<file path="src/rtl/riscv_pkg.sv">
// ============================================================================
// Module      : riscv_pkg
// Description : Opcodes, control enums and the decoded control bundle.
// Revision    : 1.0
// ============================================================================
`default_nettype none

package riscv_pkg;

    localparam logic [6:0] OPC_OP     = 7'b0110011;
    localparam logic [6:0] OPC_OP_IMM = 7'b0010011;
    localparam logic [6:0] OPC_JAL    = 7'b1101111;
    localparam logic [6:0] OPC_JALR   = 7'b1100111;
    localparam logic [6:0] OPC_BRANCH = 7'b1100011;
    localparam logic [6:0] OPC_LOAD   = 7'b0000011;
    localparam logic [6:0] OPC_LUI    = 7'b0110111;
    localparam logic [6:0] OPC_STORE  = 7'b0100011;

    typedef enum logic [1:0] {
        WB_ALU = 2'd0,
        WB_MEM = 2'd1,
        WB_PC4 = 2'd2
    } wb_src_e;

    typedef enum logic [1:0] {
        ALU_ADD    = 2'd0,
        ALU_SUB    = 2'd1,
        ALU_FUNCT  = 2'd2,
        ALU_BRANCH = 2'd3
    } alu_op_e;

    typedef enum logic [1:0] {
        XFER_NONE   = 2'd0,
        XFER_BRANCH = 2'd1,
        XFER_JAL    = 2'd2,
        XFER_JALR   = 2'd3
    } ctrl_xfer_e;

    // All-zero value is a harmless bubble: no write, no memory access, no transfer.
    typedef struct packed {
        logic       alu_src;
        wb_src_e    wb_data_src;
        logic       reg_write;
        logic       mem_read;
        logic       mem_write;
        alu_op_e    alu_op;
        ctrl_xfer_e ctrl_transfer;
    } ctrl_t;

    localparam int CTRL_W = $bits(ctrl_t);

endpackage

`default_nettype wire

</file>
<file path="src/rtl/id_ex_stage_if.sv">
// ============================================================================
// Module      : id_ex_stage_if
// Description : ID-side inputs and EX-side outputs of the ID/EX stage.
// Revision    : 1.0
// ============================================================================
`default_nettype none

interface id_ex_stage_if #(
    parameter int DATA_W     = 32,
    parameter int REG_ADDR_W = 5,
    parameter int CNT_W      = 16
);
    import riscv_pkg::*;

    logic                  id_valid;
    logic [DATA_W-1:0]     id_pc;
    logic [DATA_W-1:0]     id_rd1;
    logic [DATA_W-1:0]     id_rd2;
    logic [DATA_W-1:0]     id_imm;
    logic [REG_ADDR_W-1:0] id_rs1;
    logic [REG_ADDR_W-1:0] id_rs2;
    logic [REG_ADDR_W-1:0] id_rd;
    logic [2:0]            id_funct3;
    logic [6:0]            id_funct7;
    ctrl_t                 id_ctrl;
    logic                  ex_flush;
    logic                  ext_stall;

    logic                  ex_valid;
    logic [DATA_W-1:0]     ex_pc;
    logic [DATA_W-1:0]     ex_rd1;
    logic [DATA_W-1:0]     ex_rd2;
    logic [DATA_W-1:0]     ex_imm;
    logic [REG_ADDR_W-1:0] ex_rs1;
    logic [REG_ADDR_W-1:0] ex_rs2;
    logic [REG_ADDR_W-1:0] ex_rd;
    logic [2:0]            ex_funct3;
    logic [6:0]            ex_funct7;
    ctrl_t                 ex_ctrl;
    logic                  hazard_stall;
    logic [CNT_W-1:0]      stall_count;

    modport master (
        output id_valid, id_pc, id_rd1, id_rd2, id_imm, id_rs1, id_rs2, id_rd,
               id_funct3, id_funct7, id_ctrl, ex_flush, ext_stall,
        input  ex_valid, ex_pc, ex_rd1, ex_rd2, ex_imm, ex_rs1, ex_rs2, ex_rd,
               ex_funct3, ex_funct7, ex_ctrl, hazard_stall, stall_count
    );

    modport slave (
        input  id_valid, id_pc, id_rd1, id_rd2, id_imm, id_rs1, id_rs2, id_rd,
               id_funct3, id_funct7, id_ctrl, ex_flush, ext_stall,
        output ex_valid, ex_pc, ex_rd1, ex_rd2, ex_imm, ex_rs1, ex_rs2, ex_rd,
               ex_funct3, ex_funct7, ex_ctrl, hazard_stall, stall_count
    );

endinterface

`default_nettype wire

</file>
<file path="src/rtl/hazard_detect.sv">
// ============================================================================
// Module      : hazard_detect
// Description : Combinational load-use hazard detection for the ID/EX stage.
// Revision    : 1.0
// ============================================================================
`default_nettype none

module hazard_detect #(
    parameter int REG_ADDR_W = 5
) (
    input  logic                  id_valid,
    input  logic [REG_ADDR_W-1:0] id_rs1,
    input  logic [REG_ADDR_W-1:0] id_rs2,
    input  logic                  ex_valid,
    input  logic                  ex_mem_read,
    input  logic [REG_ADDR_W-1:0] ex_rd,
    input  logic                  ex_flush,
    output logic                  hazard_stall
);

    logic w_raw_hz;

    // Both source fields are compared regardless of opcode; an occasional
    // spurious stall on instructions without rs2 is cheaper than decoding.
    assign w_raw_hz = id_valid & ex_valid & ex_mem_read & (ex_rd != '0) &
                      ((ex_rd == id_rs1) | (ex_rd == id_rs2));

    // A taken transfer in EX kills the ID instruction, so its hazard is moot.
    assign hazard_stall = w_raw_hz & ~ex_flush;

endmodule

`default_nettype wire

</file>
<file path="src/rtl/id_ex_stage.sv">
// ============================================================================
// Module      : id_ex_stage
// Description : ID/EX pipeline register with load-use bubble insertion.
// Revision    : 1.0
// ============================================================================
`default_nettype none

module id_ex_stage
    import riscv_pkg::*;
#(
    parameter int DATA_W     = 32,
    parameter int REG_ADDR_W = 5,
    parameter int CNT_W      = 16
) (
    input  logic          clk,
    input  logic          reset,
    id_ex_stage_if.slave  bus
);

    typedef struct packed {
        logic                  valid;
        logic [DATA_W-1:0]     pc;
        logic [DATA_W-1:0]     rd1;
        logic [DATA_W-1:0]     rd2;
        logic [DATA_W-1:0]     imm;
        logic [REG_ADDR_W-1:0] rs1;
        logic [REG_ADDR_W-1:0] rs2;
        logic [REG_ADDR_W-1:0] rd;
        logic [2:0]            funct3;
        logic [6:0]            funct7;
        ctrl_t                 ctrl;
    } ex_bundle_t;

    localparam logic [CNT_W-1:0] C_CNT_ONE = {{(CNT_W-1){1'b0}}, 1'b1};

    ex_bundle_t       ex_q, ex_d, w_id_bundle;
    logic [CNT_W-1:0] stall_count_q, stall_count_d;
    logic             w_hazard_stall;

    hazard_detect #(
        .REG_ADDR_W (REG_ADDR_W)
    ) u_hazard_detect (
        .id_valid     (bus.id_valid),
        .id_rs1       (bus.id_rs1),
        .id_rs2       (bus.id_rs2),
        .ex_valid     (ex_q.valid),
        .ex_mem_read  (ex_q.ctrl.mem_read),
        .ex_rd        (ex_q.rd),
        .ex_flush     (bus.ex_flush),
        .hazard_stall (w_hazard_stall)
    );

    always_comb begin
        w_id_bundle = '{valid: bus.id_valid, pc: bus.id_pc, rd1: bus.id_rd1,
                        rd2: bus.id_rd2, imm: bus.id_imm, rs1: bus.id_rs1,
                        rs2: bus.id_rs2, rd: bus.id_rd, funct3: bus.id_funct3,
                        funct7: bus.id_funct7, ctrl: bus.id_ctrl};
        ex_d          = ex_q;
        stall_count_d = stall_count_q;
        // External stall freezes everything, including the counter.
        if (!bus.ext_stall) begin
            if (bus.ex_flush) begin
                ex_d = '0;
            end else if (w_hazard_stall) begin
                ex_d = '0;
                if (stall_count_q != '1) begin
                    stall_count_d = stall_count_q + C_CNT_ONE;
                end
            end else begin
                ex_d = w_id_bundle;
            end
        end
    end

    always_ff @(posedge clk) begin
        if (reset) begin
            ex_q          <= '0;
            stall_count_q <= '0;
        end else begin
            ex_q          <= ex_d;
            stall_count_q <= stall_count_d;
        end
    end

    assign bus.ex_valid     = ex_q.valid;
    assign bus.ex_pc        = ex_q.pc;
    assign bus.ex_rd1       = ex_q.rd1;
    assign bus.ex_rd2       = ex_q.rd2;
    assign bus.ex_imm       = ex_q.imm;
    assign bus.ex_rs1       = ex_q.rs1;
    assign bus.ex_rs2       = ex_q.rs2;
    assign bus.ex_rd        = ex_q.rd;
    assign bus.ex_funct3    = ex_q.funct3;
    assign bus.ex_funct7    = ex_q.funct7;
    assign bus.ex_ctrl      = ex_q.ctrl;
    assign bus.hazard_stall = w_hazard_stall;
    assign bus.stall_count  = stall_count_q;

endmodule

`default_nettype wire

</file>
<file path="src/flat_wrapper.sv">
// flat-port wrapper written by rule: the top's interface ports become plain ports
module id_ex_stage_flat import riscv_pkg::*;
#(
    parameter int DATA_W     = 32,
    parameter int REG_ADDR_W = 5,
    parameter int CNT_W      = 16
)
  (clk, reset, bus_id_valid, bus_id_pc, bus_id_rd1, bus_id_rd2, bus_id_imm, bus_id_rs1, bus_id_rs2, bus_id_rd, bus_id_funct3, bus_id_funct7, bus_id_ctrl, bus_ex_flush, bus_ext_stall, bus_ex_valid, bus_ex_pc, bus_ex_rd1, bus_ex_rd2, bus_ex_imm, bus_ex_rs1, bus_ex_rs2, bus_ex_rd, bus_ex_funct3, bus_ex_funct7, bus_ex_ctrl, bus_hazard_stall, bus_stall_count);
  id_ex_stage_if #(.DATA_W(DATA_W), .REG_ADDR_W(REG_ADDR_W), .CNT_W(CNT_W)) bus_i ();
  input  logic clk;
  input  logic reset;
  input wire logic [$bits(bus_i.id_valid)-1:0] bus_id_valid;
  input wire logic [$bits(bus_i.id_pc)-1:0] bus_id_pc;
  input wire logic [$bits(bus_i.id_rd1)-1:0] bus_id_rd1;
  input wire logic [$bits(bus_i.id_rd2)-1:0] bus_id_rd2;
  input wire logic [$bits(bus_i.id_imm)-1:0] bus_id_imm;
  input wire logic [$bits(bus_i.id_rs1)-1:0] bus_id_rs1;
  input wire logic [$bits(bus_i.id_rs2)-1:0] bus_id_rs2;
  input wire logic [$bits(bus_i.id_rd)-1:0] bus_id_rd;
  input wire logic [$bits(bus_i.id_funct3)-1:0] bus_id_funct3;
  input wire logic [$bits(bus_i.id_funct7)-1:0] bus_id_funct7;
  input wire logic [$bits(bus_i.id_ctrl)-1:0] bus_id_ctrl;
  input wire logic [$bits(bus_i.ex_flush)-1:0] bus_ex_flush;
  input wire logic [$bits(bus_i.ext_stall)-1:0] bus_ext_stall;
  output wire logic [$bits(bus_i.ex_valid)-1:0] bus_ex_valid;
  output wire logic [$bits(bus_i.ex_pc)-1:0] bus_ex_pc;
  output wire logic [$bits(bus_i.ex_rd1)-1:0] bus_ex_rd1;
  output wire logic [$bits(bus_i.ex_rd2)-1:0] bus_ex_rd2;
  output wire logic [$bits(bus_i.ex_imm)-1:0] bus_ex_imm;
  output wire logic [$bits(bus_i.ex_rs1)-1:0] bus_ex_rs1;
  output wire logic [$bits(bus_i.ex_rs2)-1:0] bus_ex_rs2;
  output wire logic [$bits(bus_i.ex_rd)-1:0] bus_ex_rd;
  output wire logic [$bits(bus_i.ex_funct3)-1:0] bus_ex_funct3;
  output wire logic [$bits(bus_i.ex_funct7)-1:0] bus_ex_funct7;
  output wire logic [$bits(bus_i.ex_ctrl)-1:0] bus_ex_ctrl;
  output wire logic [$bits(bus_i.hazard_stall)-1:0] bus_hazard_stall;
  output wire logic [$bits(bus_i.stall_count)-1:0] bus_stall_count;
  assign bus_i.id_valid = bus_id_valid;
  assign bus_i.id_pc = bus_id_pc;
  assign bus_i.id_rd1 = bus_id_rd1;
  assign bus_i.id_rd2 = bus_id_rd2;
  assign bus_i.id_imm = bus_id_imm;
  assign bus_i.id_rs1 = bus_id_rs1;
  assign bus_i.id_rs2 = bus_id_rs2;
  assign bus_i.id_rd = bus_id_rd;
  assign bus_i.id_funct3 = bus_id_funct3;
  assign bus_i.id_funct7 = bus_id_funct7;
  assign bus_i.id_ctrl = bus_id_ctrl;
  assign bus_i.ex_flush = bus_ex_flush;
  assign bus_i.ext_stall = bus_ext_stall;
  assign bus_ex_valid = bus_i.ex_valid;
  assign bus_ex_pc = bus_i.ex_pc;
  assign bus_ex_rd1 = bus_i.ex_rd1;
  assign bus_ex_rd2 = bus_i.ex_rd2;
  assign bus_ex_imm = bus_i.ex_imm;
  assign bus_ex_rs1 = bus_i.ex_rs1;
  assign bus_ex_rs2 = bus_i.ex_rs2;
  assign bus_ex_rd = bus_i.ex_rd;
  assign bus_ex_funct3 = bus_i.ex_funct3;
  assign bus_ex_funct7 = bus_i.ex_funct7;
  assign bus_ex_ctrl = bus_i.ex_ctrl;
  assign bus_hazard_stall = bus_i.hazard_stall;
  assign bus_stall_count = bus_i.stall_count;
  id_ex_stage #(.DATA_W(DATA_W), .REG_ADDR_W(REG_ADDR_W), .CNT_W(CNT_W)) u_core (.clk(clk), .reset(reset), .bus(bus_i));
endmodule
</file>
<file path="config.mk">
export PLATFORM = sky130hd
export DESIGN_NAME = id_ex_stage_flat
export DESIGN_NICKNAME = d
export VERILOG_FILES = /design/src/rtl/riscv_pkg.sv /design/src/rtl/id_ex_stage_if.sv /design/src/rtl/hazard_detect.sv /design/src/rtl/id_ex_stage.sv /design/src/flat_wrapper.sv
export SDC_FILE = /design/constraint.sdc
export NUM_CORES = 1
export LEC_CHECK = 0
export ABC_AREA = 1
export BUFFER_PORTS_ARGS = -buffer_cell sky130_fd_sc_hd__buf_4
export CAP_MARGIN = 40
export CORE_UTILIZATION = 26
export DETAILED_ROUTE_END_ITERATION = 8
export PLACE_DENSITY = 0.61
export SYNTH_ARGS = -nofsm -noshare
export SYNTH_HDL_FRONTEND = slang
export SYNTH_HIERARCHICAL = 1
export SYNTH_SLANG_ARGS = --single-unit
export TNS_END_PERCENT = 5
</file>
<file path="constraint.sdc">
create_clock -name clk -period 2.9 [get_ports clk]
set_input_delay 0.58 -clock clk [delete_from_list [all_inputs] [get_ports clk]]
set_output_delay 0.58 -clock clk [all_outputs]
set_load 0.05 [all_outputs]
</file>
* Word level (Yosys, flattened, before mapping)
Cells that the tools add are included.
** Word-level totals
- Register bits :: 180
- Logic and storage cells :: 34
- Bits of input ports :: 168
- Output and inout bits :: 181
** Operators by class
- Multiplexer cells :: 2
- Equal/unequal tests :: 3
- Reduce and logical (&&, ||, !) cells :: 2
- Add/subtract/negate cells :: 1
- Bitwise gates (word level) :: 8
** Operators by type and width (count)
- two-way mux 164 bit :: 2
- adder 16 x 1 -> 16 bit (second input constant) :: 1
- != test 16 bit (second input constant) :: 1
- equality test 5 bit :: 2
- bitwise AND 1 bit :: 5
- nonzero test 5 bit :: 1
- AND reduction 4 bit :: 1
- NOT 1 bit :: 2
- OR 1 bit :: 1

* Logic depth before layout (Yosys ltp)
Gate-level depths: netlist of run 1.
- Depth in word-level cells :: 7
- Depth in mapped cells :: 13
- Depth with buffers taken out :: 12

* Cells and area by module
Netlist of run 1, hierarchy kept.
** Modules (own cells, without submodules)
- id_ex_stage :: instances 1, area an instance 6556.3 um^2, sequential area each 3603.5 um^2, cells each 884
- hazard_detect :: instances 1, area an instance 203.9 um^2, sequential area each 0.0 um^2, cells each 47

* Least setup slack after synthesis of run 1
No wires, ideal clock.
- Path kind :: reg2reg
- Start point :: reg u_core.ex_q, in the netlist u_core/bus.ex_rd[3]
- End point :: reg u_core.stall_count_q[2], in the netlist u_core/bus.stall_count[2]
- Setup slack :: 0.543 ns
- Clock period less this slack :: 2.357 ns
- Data arrival time :: 2.293 ns
- Required time :: 2.836 ns
- Cell stages (with the launch flop) :: 14
- Path through :: dfxtp_1 inv_1 nand2_1 nand2_1 nor2_1 nand3_1 a21oi_2 inv_1 nor2_1 buf_2 nand2_1 nand2_1 inv_1 nor2_1
** On the way
- Longest elaborated chain between the ends :: 5
** RTL lines
- from (decl) :: RTL line id_ex_stage.sv:36 : ex_bundle_t ex_q, ex_d, w_id_bundle;
- from (signal assigned) :: RTL line id_ex_stage.sv:77 : ex_q <= '0;
- from (signal assigned) :: RTL line id_ex_stage.sv:80 : ex_q <= ex_d;
- equality test 5 bit or nonzero test 5 bit (tied branches) :: RTL line hazard_detect.sv:26, hazard_detect.sv:25
- OR 1 bit or bitwise AND 1 bit (tied branches) :: RTL line hazard_detect.sv:26, hazard_detect.sv:25
- bitwise AND 1 bit (*) :: RTL line hazard_detect.sv:25 : assign w_raw_hz = id_valid & ex_valid & ex_mem_read & (ex_rd != '0) &
- bitwise AND 1 bit (*) :: RTL line hazard_detect.sv:29 : assign hazard_stall = w_raw_hz & ~ex_flush;
- via bus_hazard_stall :: RTL line flat_wrapper.sv:36 : output wire logic [$bits(bus_i.hazard_stall)-1:0] bus_hazard_stall;
- AND reduction 4 bit (no line) (*)
- to (signal assigned) :: RTL line id_ex_stage.sv:81 : stall_count_q <= stall_count_d;
- to (decl) :: RTL line id_ex_stage.sv:37 : logic [CNT_W-1:0] stall_count_q, stall_count_d;
The timed path passes the listed nets; every way through them passes the cells marked *.
A chain may end at the register's enable or synchronous reset.

* Final worst setup path of run 1
- Start point :: reg u_core.ex_q, in the netlist u_core/bus.ex_rd[4]
- End point :: out bus_hazard_stall
** On the way
- Longest elaborated chain between the ends :: 4
** RTL lines (RTL line)
- equality test 5 bit or nonzero test 5 bit (tied branches) :: hazard_detect.sv:26, hazard_detect.sv:25
- OR 1 bit or bitwise AND 1 bit (tied branches) :: hazard_detect.sv:26, hazard_detect.sv:25
- bitwise AND 1 bit (*) :: hazard_detect.sv:25
- bitwise AND 1 bit (*) :: hazard_detect.sv:29
- to (decl) :: flat_wrapper.sv:36
Every way passes the cells marked *; elsewhere a longest branch is shown, timed or not.

==> flow_metrics.env, run 1 <==
export IMPL_p_int_mw=4.14
export IMPL_period_share_pct=82.6
export IMPL_tightestPinTransition_ns=1.02
export IMPL_cts_resized=0
export IMPL_final_area_um2=10200
export IMPL_yosys_area_share_simple_pct=26.8
export IMPL_via_per_inst=4.31
export IMPL_yosysSeqAreaShare_pct=53.3
export IMPL_vdd_ir_drop_max_mv=0.293
export IMPL_end_kind="primary output"
export IMPL_worstHoldStart="bus_id_imm[14]"
export IMPL_ant_nets=0
export IMPL_tns_ns=0
export IMPL_clk_latency_ns=0.42
export IMPL_drc=0
export IMPL_fin_nets=1415
export IMPL_synth_top_family_by_area="simple AND/OR/NAND/NOR gates"
export IMPL_finalPower_mw=5.87
export IMPL_synthCells=931
export IMPL_grt_pass1_vias=6341
export IMPL_hold_viol=0
export IMPL_synth_avg_cell_area_um2=7.26
export IMPL_status="complete, no violations"
export IMPL_io_buffers=348
export IMPL_num_rows=58
export IMPL_p_clk_share_pct=40.5
export IMPL_cp_max_fo=5
export IMPL_antenna_found_initial=0
export IMPL_drt_iter0_drc=427
export IMPL_placed_area_um2=9620
export IMPL_path_cells="inv_1, nand2_1, nand2_1, nor2_1, nand3_1, a21oi_2, buf_4"
export IMPL_cts_root_buf="clkbuf_16"
export IMPL_switching_share_pct=29.5
export IMPL_firstDrtPassIters=7
export IMPL_pwr_share_seq_pct=44.4
export IMPL_gp_congestion=0.801
export IMPL_rsz0062_at_grt="no"
export IMPL_post_cts_buffers=0
export IMPL_final_layout_size_suffix_gt1_share_pct=31.1
export IMPL_synth_xor_area_share_pct=0.518
export IMPL_synth_nets=1100
export IMPL_antenna_cells=0
export IMPL_dieArea_um2=26600
export IMPL_synth_fa_ha_area_share_pct=0.185
export IMPL_ff2ff_setup_slack_ns=0.67
export IMPL_fin_crit_ns=2.40
export IMPL_critPathKind="reg2out"
export IMPL_fp_dieH_um=163
export IMPL_fin_cells=1589
export IMPL_synthToLayoutAreaGrowth_pct=51.3
export IMPL_cts_buffer_depth=2
export IMPL_htree_num_levels=4
export IMPL_syn_area_um2=6760
export IMPL_reg2reg_from="u_core/bus.ex_rd[4]$_SDFFE_PP0N_"
export IMPL_max_stage_delay_ns=0.44
export IMPL_grt_overflow=0
export IMPL_grt_max_degree=165
export IMPL_clkTransAtPathRegs_ns=0.08
export IMPL_core_area_um2=25300
export IMPL_ys_warn_count=6
export IMPL_start_util_pct=26.7
export IMPL_fmax_mhz=417
export IMPL_path_common_cell="nand2_1"
export IMPL_synth_seq_cells=180
export IMPL_pin_count=349
export IMPL_wl_per_cell_um=13.9
export IMPL_clock_skew_ns=0.0195
export IMPL_timing_rr_end="u_core/bus.ex_pc[23]$_SDFFE_PP0N_"
export IMPL_synth_cell_types=17
export IMPL_crit_required_ns=2.32
export IMPL_r2r_cells=10
export IMPL_gr_usage_all_layers_pct=15.9
export IMPL_numCtsBuffers=17
export IMPL_cts_sinks=180
export IMPL_cellPowerDensity_nw_per_um2=574
export IMPL_die_w_um=163
export IMPL_power_frac_comb_pct=15.2
export IMPL_p_sw_mw=1.73
export IMPL_setup_viol=0
export IMPL_cap_violations=0
export IMPL_cts_tree="built"
export IMPL_synthMuxAreaShare_pct=0
export IMPL_drt_wl_total_um=22100
export IMPL_dp_cells=1557
export IMPL_critPathLaunchType="register"
export IMPL_dp_hpwl_um=15200
export IMPL_grt_pass1_wl_um=33500
export IMPL_cts_hold_buf=0
export IMPL_cp_slowest_cell="dfxtp_1"
export IMPL_drv_slew=0
export IMPL_maxSlewHeadroom_pct=32.2
export IMPL_vias=6841
export IMPL_holdPathEnd="u_core/bus.ex_imm[14]$_SDFFE_PP0N_"
export IMPL_hold_path_class="in2reg"
export IMPL_p_leak_nw=4.54
export IMPL_worst_ep_arrival_time_ns=1.82
export IMPL_whs_path_depth=3
export IMPL_whs_ns=0.404
export IMPL_synth_compound_area_share_pct=12.7
-- cells by family after synthesis --
kind of cell | Yosys count
compound gates | 171
xor+xnor | 4
fa+ha+maj | 1
buf+inv | 105
flops | 180
simple gates | 470
-- worst max path at each step --
| stage | startpoint | to | slack [ns] | depth (start not counted) |
|---|---|---|---|---|
| 3_5_place_dp | bus_id_rs1[0] | u_core/bus.ex_pc[18]$_SDFFE_PP0N_ | 0.65 | 11 |
| 4_1_cts | u_core/bus.ex_rd[4]$_SDFFE_PP0N_ | bus_hazard_stall | 0.44 | 7 |
| 6_report | u_core/bus.ex_rd[4]$_SDFFE_PP0N_ | bus_hazard_stall | 0.50 | 7 |
| 5_1_grt | u_core/bus.ex_rd[4]$_SDFFE_PP0N_ | bus_hazard_stall | 0.34 | 7 |
| 2_1_floorplan | u_core/bus.ex_rd[3]$_SDFFE_PP0N_ | u_core/bus.stall_count[2]$_SDFFE_PP0P_ | 0.54 | 13 |
| 3_3_place_gp | bus_id_rs1[0] | u_core/bus.ex_pc[7]$_SDFFE_PP0N_ | 0.69 | 11 |
-- state kept, by name, indices dropped and copies added (netlist names) --
name                    flops
u_core/bus.ex_valid         1
u_core/bus.ex_funct7        7
u_core/bus.ex_rs2           5
u_core/bus.ex_rs1           5
u_core/bus.ex_rd            5
u_core/bus.ex_pc           32
u_core/bus.stall_count     16
u_core/bus.ex_ctrl         10
u_core/bus.ex_imm          32
u_core/bus.ex_rd1          32
u_core/bus.ex_rd2          32
u_core/bus.ex_funct3        3
-- metal layers --
layer | track usage (%) | vias up | routed length (um) | share of wire [%]
met3 | 4.85 | 15 | 1340 | 6.0
li1 | - | 3539 | - | -
met1 | 19.8 | 3106 | 9720 | 44
met5 | 0 | - | 0 | 0
met4 | 4.46 | 0 | 279 | 1.3
met2 | 26.4 | 181 | 10800 | 49
-- placed cells by master, fill, tap and decap left out --
cell type and count:
nand4_1 4, inv_2 2, nand2_1 401, buf_4 350, xor2_1 1, nand3_1 20
ha_1 1, a21oi_2 1, clkinv_4 3, inv_6 4, clkinv_8 2, clkbuf_8 1
nor2_4 2, clkinv_2 1, bufinv_16 1, buf_12 4, inv_1 45, inv_8 3
xnor2_1 3, dfxtp_1 180, clkbuf_16 17, nor2_1 42, nor2_2 1, a21oi_1 170
-- critical path: cells and delay by family (launching register included) --
family	cells	cell delay, ns
DFF	1	0.44
buffers and inverters	2	0.35
and+or+nand+nor	4	0.34
AOI/OAI and AO/OA	1	0.27
-- metrics by stage --
step                      setup slack [ns]  util (%)
after floorplan                      0.543         -
after global placement               0.694      38.0
after detailed placement             0.647      38.0
after CTS                            0.441      40.4
after global routing                 0.336      40.4
final                                0.503      40.4
-- synthesized netlist by cell type --
library cell,instances,area [um^2]
a21oi_1,170,851
a21oi_2,1,8.76
buf_2,16,80.1
buf_4,7,52.6
clkbuf_1,35,131
dfxtp_1,180,3600
ha_1,1,12.5
inv_1,45,169
inv_2,2,7.51
nand2_1,401,1510
nand3_1,20,100
nand4_1,4,25.0
nor2_1,43,161
nor2_2,1,6.26
nor2_4,1,11.3
xnor2_1,3,26.3
xor2_1,1,8.76
-- cell type report --
| type | count | area (um^2) |
|---|---|---|
| Clock inverter | 14 | 163 |
| Timing Repair Buffer | 354 | 2710 |
| Tap cell | 330 | 413 |
| Fill cell | 2620 | 15100 |
| Inverter | 47 | 176 |
| Clock buffer | 18 | 439 |
| Multi-Input combinational cell | 646 | 2720 |
| Sequential cell | 180 | 3600 |
-- power groups by stage --
stage	clock network (mW)	registers, mW	logic (mW)
floorplan	0	2.96	0.212
global placement	0	2.66	0.894
detailed placement	0	2.66	0.897
CTS	2.45	2.60	0.897
global route	2.55	2.62	0.942
finish	2.37	2.60	0.890
Power figures use the tool's default switching activity.
==> inputs of run 2 (changes only) <==
==> constraint.sdc (replaced) <==
create_clock -name clk -period 2.4 [get_ports clk]
set_input_delay 0.48 -clock clk [delete_from_list [all_inputs] [get_ports clk]]
set_output_delay 0.48 -clock clk [all_outputs]
set_load 0.05 [all_outputs]
==> run 2 against run 1 <==
Final area grew 0.45%. Via count increased by 1.5%. First-iteration DRC count is 8.7% lower. Final cell count did not move. Setup slack worse by 0.29 ns. Non-clock buffer count did not move. Sequential share of layout area decreased by 0.15 points. Critical path type unchanged. Largest cell class unchanged. Largest power group unchanged.
==> flow_metrics.env, run 2 (synthesis gave the netlist of run 1 again) <==
export IMPL_drt_wl_total_um=22200
export IMPL_fin_crit_ns=2.19
export IMPL_drv_slew=0
export IMPL_cts_root_buf="clkbuf_16"
export IMPL_maxSlewHeadroom_pct=36.1
export IMPL_clk_latency_ns=0.42
export IMPL_timing_rr_end="u_core/bus.stall_count[1]$_SDFFE_PP0P_"
export IMPL_reg2reg_from="u_core/bus.ex_rd[2]$_SDFFE_PP0N_"
export IMPL_r2r_cells=13
export IMPL_drt_iter0_drc=390
export IMPL_tightestPinTransition_ns=0.958
export IMPL_clkTransAtPathRegs_ns=0.08
export IMPL_via_per_inst=4.37
export IMPL_seqCellArea_um2=3600
export IMPL_ff2ff_setup_slack_ns=0.49
export IMPL_grt_max_degree=165
export IMPL_max_stage_delay_ns=0.43
export IMPL_cellPowerDensity_nw_per_um2=694
export IMPL_drc=0
export IMPL_grt_pass1_wl_um=33800
export IMPL_whs_ns=0.308
export IMPL_period_share_pct=91.1
export IMPL_gp_congestion=0.794
export IMPL_path_common_cell="nand2_1"
export IMPL_dp_hpwl_um=15400
export IMPL_gr_usage_all_layers_pct=16.0
export IMPL_pin_count=349
export IMPL_dp_cells=1557
export IMPL_wl_per_cell_um=14.0
export IMPL_cts_tree="built"
export IMPL_nFillCells=2678
export IMPL_rsz0062_at_grt="no"
export IMPL_final_layout_size_suffix_gt1_share_pct=31.2
export IMPL_io_buffers=348
export IMPL_final_core_util_pct=40.6
export IMPL_die_w_um=163
export IMPL_holdPathEnd="u_core/bus.ex_pc[0]$_SDFFE_PP0N_"
export IMPL_firstDrtPassIters=4
export IMPL_cts_sinks=180
export IMPL_synthToLayoutAreaGrowth_pct=52.0
export IMPL_hold_viol=0
export IMPL_hold_path_class="in2reg"
export IMPL_critPathKind="reg2out"
export IMPL_final_area_um2=10300
export IMPL_fmax_mhz=457
export IMPL_fp_dieH_um=163
export IMPL_dieArea_um2=26600
export IMPL_worst_ep_arrival_time_ns=1.71
export IMPL_num_rows=58
export IMPL_end_kind="primary output"
export IMPL_vias=6947
export IMPL_cp_max_fo=5
export IMPL_worstHoldStart="bus_id_pc[0]"
export IMPL_clock_skew_ns=0.0154
export IMPL_start_util_pct=26.7
export IMPL_setup_viol=0
export IMPL_path_cells="inv_1, nand2_1, nand2_1, nor2_1, nand3_1, a21oi_4, buf_6"
export IMPL_antenna_found_initial=0
export IMPL_htree_num_levels=4
export IMPL_crit_required_ns=1.92
export IMPL_tns_ns=0
export IMPL_fin_nets=1415
export IMPL_cap_violations=0
export IMPL_grt_overflow=0
export IMPL_grt_pass1_vias=6269
export IMPL_p_leak_nw=4.55
export IMPL_post_cts_buffers=0
export IMPL_layout_commonest_cell="nand2_1"
export IMPL_numCtsBuffers=17
export IMPL_layout_common_cells="nand2_1, buf_4, dfxtp_1"
export IMPL_vdd_ir_drop_max_mv=0.488
export IMPL_placed_area_um2=9650
export IMPL_multi_input_area_um2=2730
export IMPL_fin_cells=1589
export IMPL_critPathLaunchType="register"
export IMPL_status="complete, no violations"
export IMPL_core_area_um2=25300
export IMPL_antenna_cells=0
export IMPL_cp_slowest_cell="dfxtp_1"
export IMPL_ant_nets=0
export IMPL_cts_buffer_depth=2
export IMPL_whs_path_depth=3
run 2: layout make-up:
type                       count  share of cell area, %
inverter                      47                   1.72
sequential                   180                   35.1
clock buffer                  17                   4.14
multi-input combinational    646                   26.6
tap                          330                   4.02
timing repair buffer         354                   26.6
clock inverter                15                   1.80
run 2: critical path: cells and delay by family (launching register included):
kind | cells | cell delay, ns
AOI/OAI and AO/OA | 1 | 0.23
buffers and inverters | 2 | 0.28
DFF | 1 | 0.43
and+or+nand+nor | 4 | 0.33
run 2: how the worst max path moves through the flow:
stage | startpoint | endpoint | slack [ns]
3_3_place_gp | bus_id_rs2[0] | u_core/bus.stall_count[0]$_SDFFE_PP0P_ | 0.42
2_1_floorplan | u_core/bus.ex_rd[3]$_SDFFE_PP0N_ | u_core/bus.stall_count[2]$_SDFFE_PP0P_ | 0.04
3_5_place_dp | bus_id_rs1[0] | u_core/bus.stall_count[1]$_SDFFE_PP0P_ | 0.38
4_1_cts | u_core/bus.ex_rd[2]$_SDFFE_PP0N_ | bus_hazard_stall | 0.12
5_1_grt | u_core/bus.ex_rd[4]$_SDFFE_PP0N_ | bus_hazard_stall | 0.04
6_report | u_core/bus.ex_rd[2]$_SDFFE_PP0N_ | bus_hazard_stall | 0.21
run 2: layer usage:
metal / routed length (um) / track usage [%]
met5: 0 / 0
met4: 380 / 4.72
met3: 1360 / 4.70
met2: 10700 / 26.2
met1: 9730 / 20.1
run 2: timing repair:
action                     CTS  global route
hold buffers                 0             0
gates resized for setup      0             3
setup endpoints to repair    0             1
run 2: metrics by stage:
| step | worst slack (ns) | power, mW |
|---|---|---|
| floorplan | 0.0433 | 3.83 |
| finish | 0.213 | 7.13 |
| detailed placement | 0.379 | 4.30 |
| global placement | 0.417 | 4.29 |
| global route | 0.0387 | 7.44 |
| CTS | 0.122 | 7.25 |
run 2: power breakdown:
group	switching, mW	internal (mW)	total, mW
clock network	1.39	1.51	2.90
logic	0.684	0.395	1.08
registers	0.0570	3.09	3.15
total	2.13	5.00	7.13
==> inputs of run 3 (changes only) <==
--- a/config.mk
+++ b/config.mk
@@ -5,12 +5,11 @@
 export SDC_FILE = /design/constraint.sdc
 export NUM_CORES = 1
 export LEC_CHECK = 0
-export ABC_AREA = 1
 export BUFFER_PORTS_ARGS = -buffer_cell sky130_fd_sc_hd__buf_4
 export CAP_MARGIN = 40
 export CORE_UTILIZATION = 26
 export DETAILED_ROUTE_END_ITERATION = 8
-export PLACE_DENSITY = 0.61
+export PLACE_DENSITY = 0.62
 export SYNTH_ARGS = -nofsm -noshare
 export SYNTH_HDL_FRONTEND = slang
 export SYNTH_HIERARCHICAL = 1
==> run 3 against run 2 <==
Die area down 5.8%. Sequential power about the same. Combinational power about the same. Flip-flop and latch count unchanged. Total power up 0.20%. Clock skew about the same. Count of clock-buffer cells in the layout up 1. First-iteration DRC count up 16%. Global-route usage down 1.4 points. Core utilization up 1.8 points. Highest routed layer unchanged.
==> flow_metrics.env, run 3 <==
export IMPL_max_stage_delay_ns=0.49
export IMPL_critPathKind="reg2reg"
export IMPL_hold_viol=0
export IMPL_worst_ep_arrival_time_ns=2.74
export IMPL_synth_edf_count=0
export IMPL_path_cells="xor2_1, nor3_2, nand3_2, a221oi_4, buf_4, and4bb_2, nand2_4, or4_4, a21oi_2"
export IMPL_fin_crit_ns=2.39
export IMPL_hold_path_class="in2reg"
export IMPL_via_per_inst=4.62
export IMPL_wl_met1_um=8220
export IMPL_synth_area_leader_cell="dfxtp_1"
export IMPL_drt_wl_total_um=19900
export IMPL_syn_area_um2=6360
export IMPL_yosysSeqAreaShare_pct=56.6
export IMPL_nFillCells=2336
export IMPL_critPathLaunchType="register"
export IMPL_dieArea_um2=25100
export IMPL_synth_top_cell_area_share_pct=56.6
export IMPL_layout_commonest_cell="buf_4"
export IMPL_synth_seq_cells=180
export IMPL_synthToLayoutAreaGrowth_pct=58.3
export IMPL_end_kind="register"
export IMPL_tightestPinTransition_ns=0.751
export IMPL_ys_flop_type="dfxtp_1"
export IMPL_num_rows=56
export IMPL_synth_nets=834
export IMPL_async_reset_ff_share_pct=0
export IMPL_fmax_mhz=418
export IMPL_grt_pass1_wl_um=28800
export IMPL_critPathTopFamily="simple AND/OR/NAND/NOR gates"
export IMPL_setup_ws_ns=0.00913
export IMPL_p_leak_nw=4.49
export IMPL_dr_wl_met2_um=9410
export IMPL_drc=0
export IMPL_synth_cell_types=43
export IMPL_period_share_pct=99.6
export IMPL_cts_sinks=180
export IMPL_drt_iter0_drc=452
export IMPL_vdd_ir_drop_max_mv=0.346
export IMPL_grt_max_degree=165
export IMPL_status="complete, no violations"
export IMPL_clk_latency_ns=0.42
export IMPL_maxSlewHeadroom_pct=49.9
export IMPL_io_buffers=348
export IMPL_gr_usage_all_layers_pct=14.6
export IMPL_dp_hpwl_um=13400
export IMPL_vias=6108
export IMPL_numCtsBuffers=17
export IMPL_ys_warn_count=6
export IMPL_cts_tree="built"
export IMPL_synth_most_common_cell="dfxtp_1"
export IMPL_gp_congestion=0.732
export IMPL_clock_skew_ns=0.0149
export IMPL_antenna_found_initial=0
export IMPL_cts_buffer_depth=2
export IMPL_finalPower_mw=7.14
export IMPL_cap_violations=0
export IMPL_cp_max_fo=5
export IMPL_multi_input_area_um2=2610
export IMPL_die_w_um=158
export IMPL_synth_avg_cell_area_um2=9.57
export IMPL_fin_nets=1162
export IMPL_dr_wl_met3_um=2100
export IMPL_seqCellArea_um2=3620
export IMPL_rsz0062_at_grt="yes"
export IMPL_htree_num_levels=4
export IMPL_crit_buf_inv=1
export IMPL_grt_pass1_vias=5650
export IMPL_grt_overflow=0
export IMPL_layout_common_cells="buf_4, nor2_1, dfxtp_1"
export IMPL_cts_hold_buf=0
export IMPL_yosys_top_cells_count="dfxtp_1, nor2_1, a22oi_1"
export IMPL_firstDrtPassIters=4
export IMPL_cellPowerDensity_nw_per_um2=709
export IMPL_top_layer="met4"
export IMPL_pin_count=349
export IMPL_final_layout_size_suffix_gt1_share_pct=42.1
export IMPL_cts_root_buf="clkbuf_16"
export IMPL_fp_dieH_um=158
export IMPL_setup_viol=0
export IMPL_antenna_cells=0
export IMPL_crit_required_ns=2.75
export IMPL_place_ws_ns=-0.225
export IMPL_ant_nets=0
export IMPL_cp_slowest_cell="or4_4"
export IMPL_core_area_um2=23800
export IMPL_netlist_top_cells_area="dfxtp_1, a22oi_1, nor2_1"
export IMPL_drv_slew=0
export IMPL_start_util_pct=26.8
export IMPL_wl_per_cell_um=15.0
export IMPL_clkTransAtPathRegs_ns=0.07
export IMPL_whs_ns=0.293
export IMPL_synthCells=665
==> run 3: cell types whose count changed after synthesis, moves of 12 or more <==
cell     previous run  this run
inv_1              45         4
buf_1               0        12
buf_2              16         2
a21oi_1           170         7
a22oi_1             0       164
nand2_1           401         4
nor2_1             43       176
nand3_1            20         4
==> run 3: path summary, 6_finish.rpt <==
kind	start	to	slack [ns]	cells after the start
hold / removal	bus_id_imm[3]	u_core/bus.ex_imm[3]$_SDFFE_PP0N_	0.29	3
setup / recovery	u_core/bus.ex_rd[0]$_SDFFE_PP0N_	u_core/bus.stall_count[6]$_SDFFE_PP0P_	0.009	9
setup reg to reg	u_core/bus.ex_rd[0]$_SDFFE_PP0N_	u_core/bus.stall_count[6]$_SDFFE_PP0P_	0.009	9
hold reg to reg	u_core/bus.ex_rd2[17]$_SDFFE_PP0N_	u_core/bus.ex_rd2[17]$_SDFFE_PP0N_	0.51	2
==> run 3: per-stage QoR <==
stage	instance area (um^2)	setup TNS, ns	cells	utilization (%)
2_1_floorplan	6400	-11.13	665	-
3_3_place_gp	9370	-0.957	1289	39.4
3_5_place_dp	9370	-2.11	1289	39.4
4_1_cts	10000	-0.0496	1323	42.3
5_1_grt	10100	-0.342	1323	42.4
6_report	10100	0	1323	42.4
==> run 3: kinds of logic after synthesis <==
logic type / after synthesis / synth area share, %
and+or+nand+nor: 221 / 15.1
buffers and inverters: 61 / 3.64
xor gates and xnor gates: 10 / 1.38
AOI/OAI and AO/OA: 184 / 21.6
muxes: 8 / 1.46
DFF: 180 / 56.6
adders and majority gates: 1 / 0.197
==> run 3: worst register-to-register path, cell delays in order, from the launching register on <==
cell	delay (ns)
dfxtp_4	0.36
xor2_1	0.17
nor3_2	0.19
nand3_2	0.12
a221oi_4	0.33
buf_4	0.16
and4bb_2	0.28
nand2_4	0.08
or4_4	0.50
a21oi_2	0.14
==> run 3: metal layers <==
layer,up-vias,global-route usage [%]
met3,7,5.96
met5,-,0
li1,3030,-
met1,2827,17.3
met4,0,3.98
met2,244,24.1
==> run 3: what timing repair did <==
item	4_1_cts	5_1_grt
endpoints found under the setup margin	1	29
pin swaps	6	4
buffers inserted	4	0
endpoints found under the hold margin	0	0
gates resized for setup	7	6
==> run 3: cell type report <==
| cell class | count | share of cell area (%) |
|---|---|---|
| Clock buffer | 18 | 4.26 |
| Tap cell | 319 | 3.96 |
| Clock inverter | 12 | 1.68 |
| Timing Repair Buffer | 366 | 28.1 |
| Sequential cell | 180 | 35.9 |
| Inverter | 4 | 0.149 |
| Multi-Input combinational cell | 424 | 26.0 |
==> run 3: report_power, final <==
part / total (mW) / internal (mW) / leakage, nW / switching (mW)
clock: 2.90 / 1.66 / 0.288 / 1.24
sequential: 3.15 / 3.09 / 1.47 / 0.0587
combinational: 1.10 / 0.426 / 2.73 / 0.672
total: 7.14 / 5.17 / 4.49 / 1.97
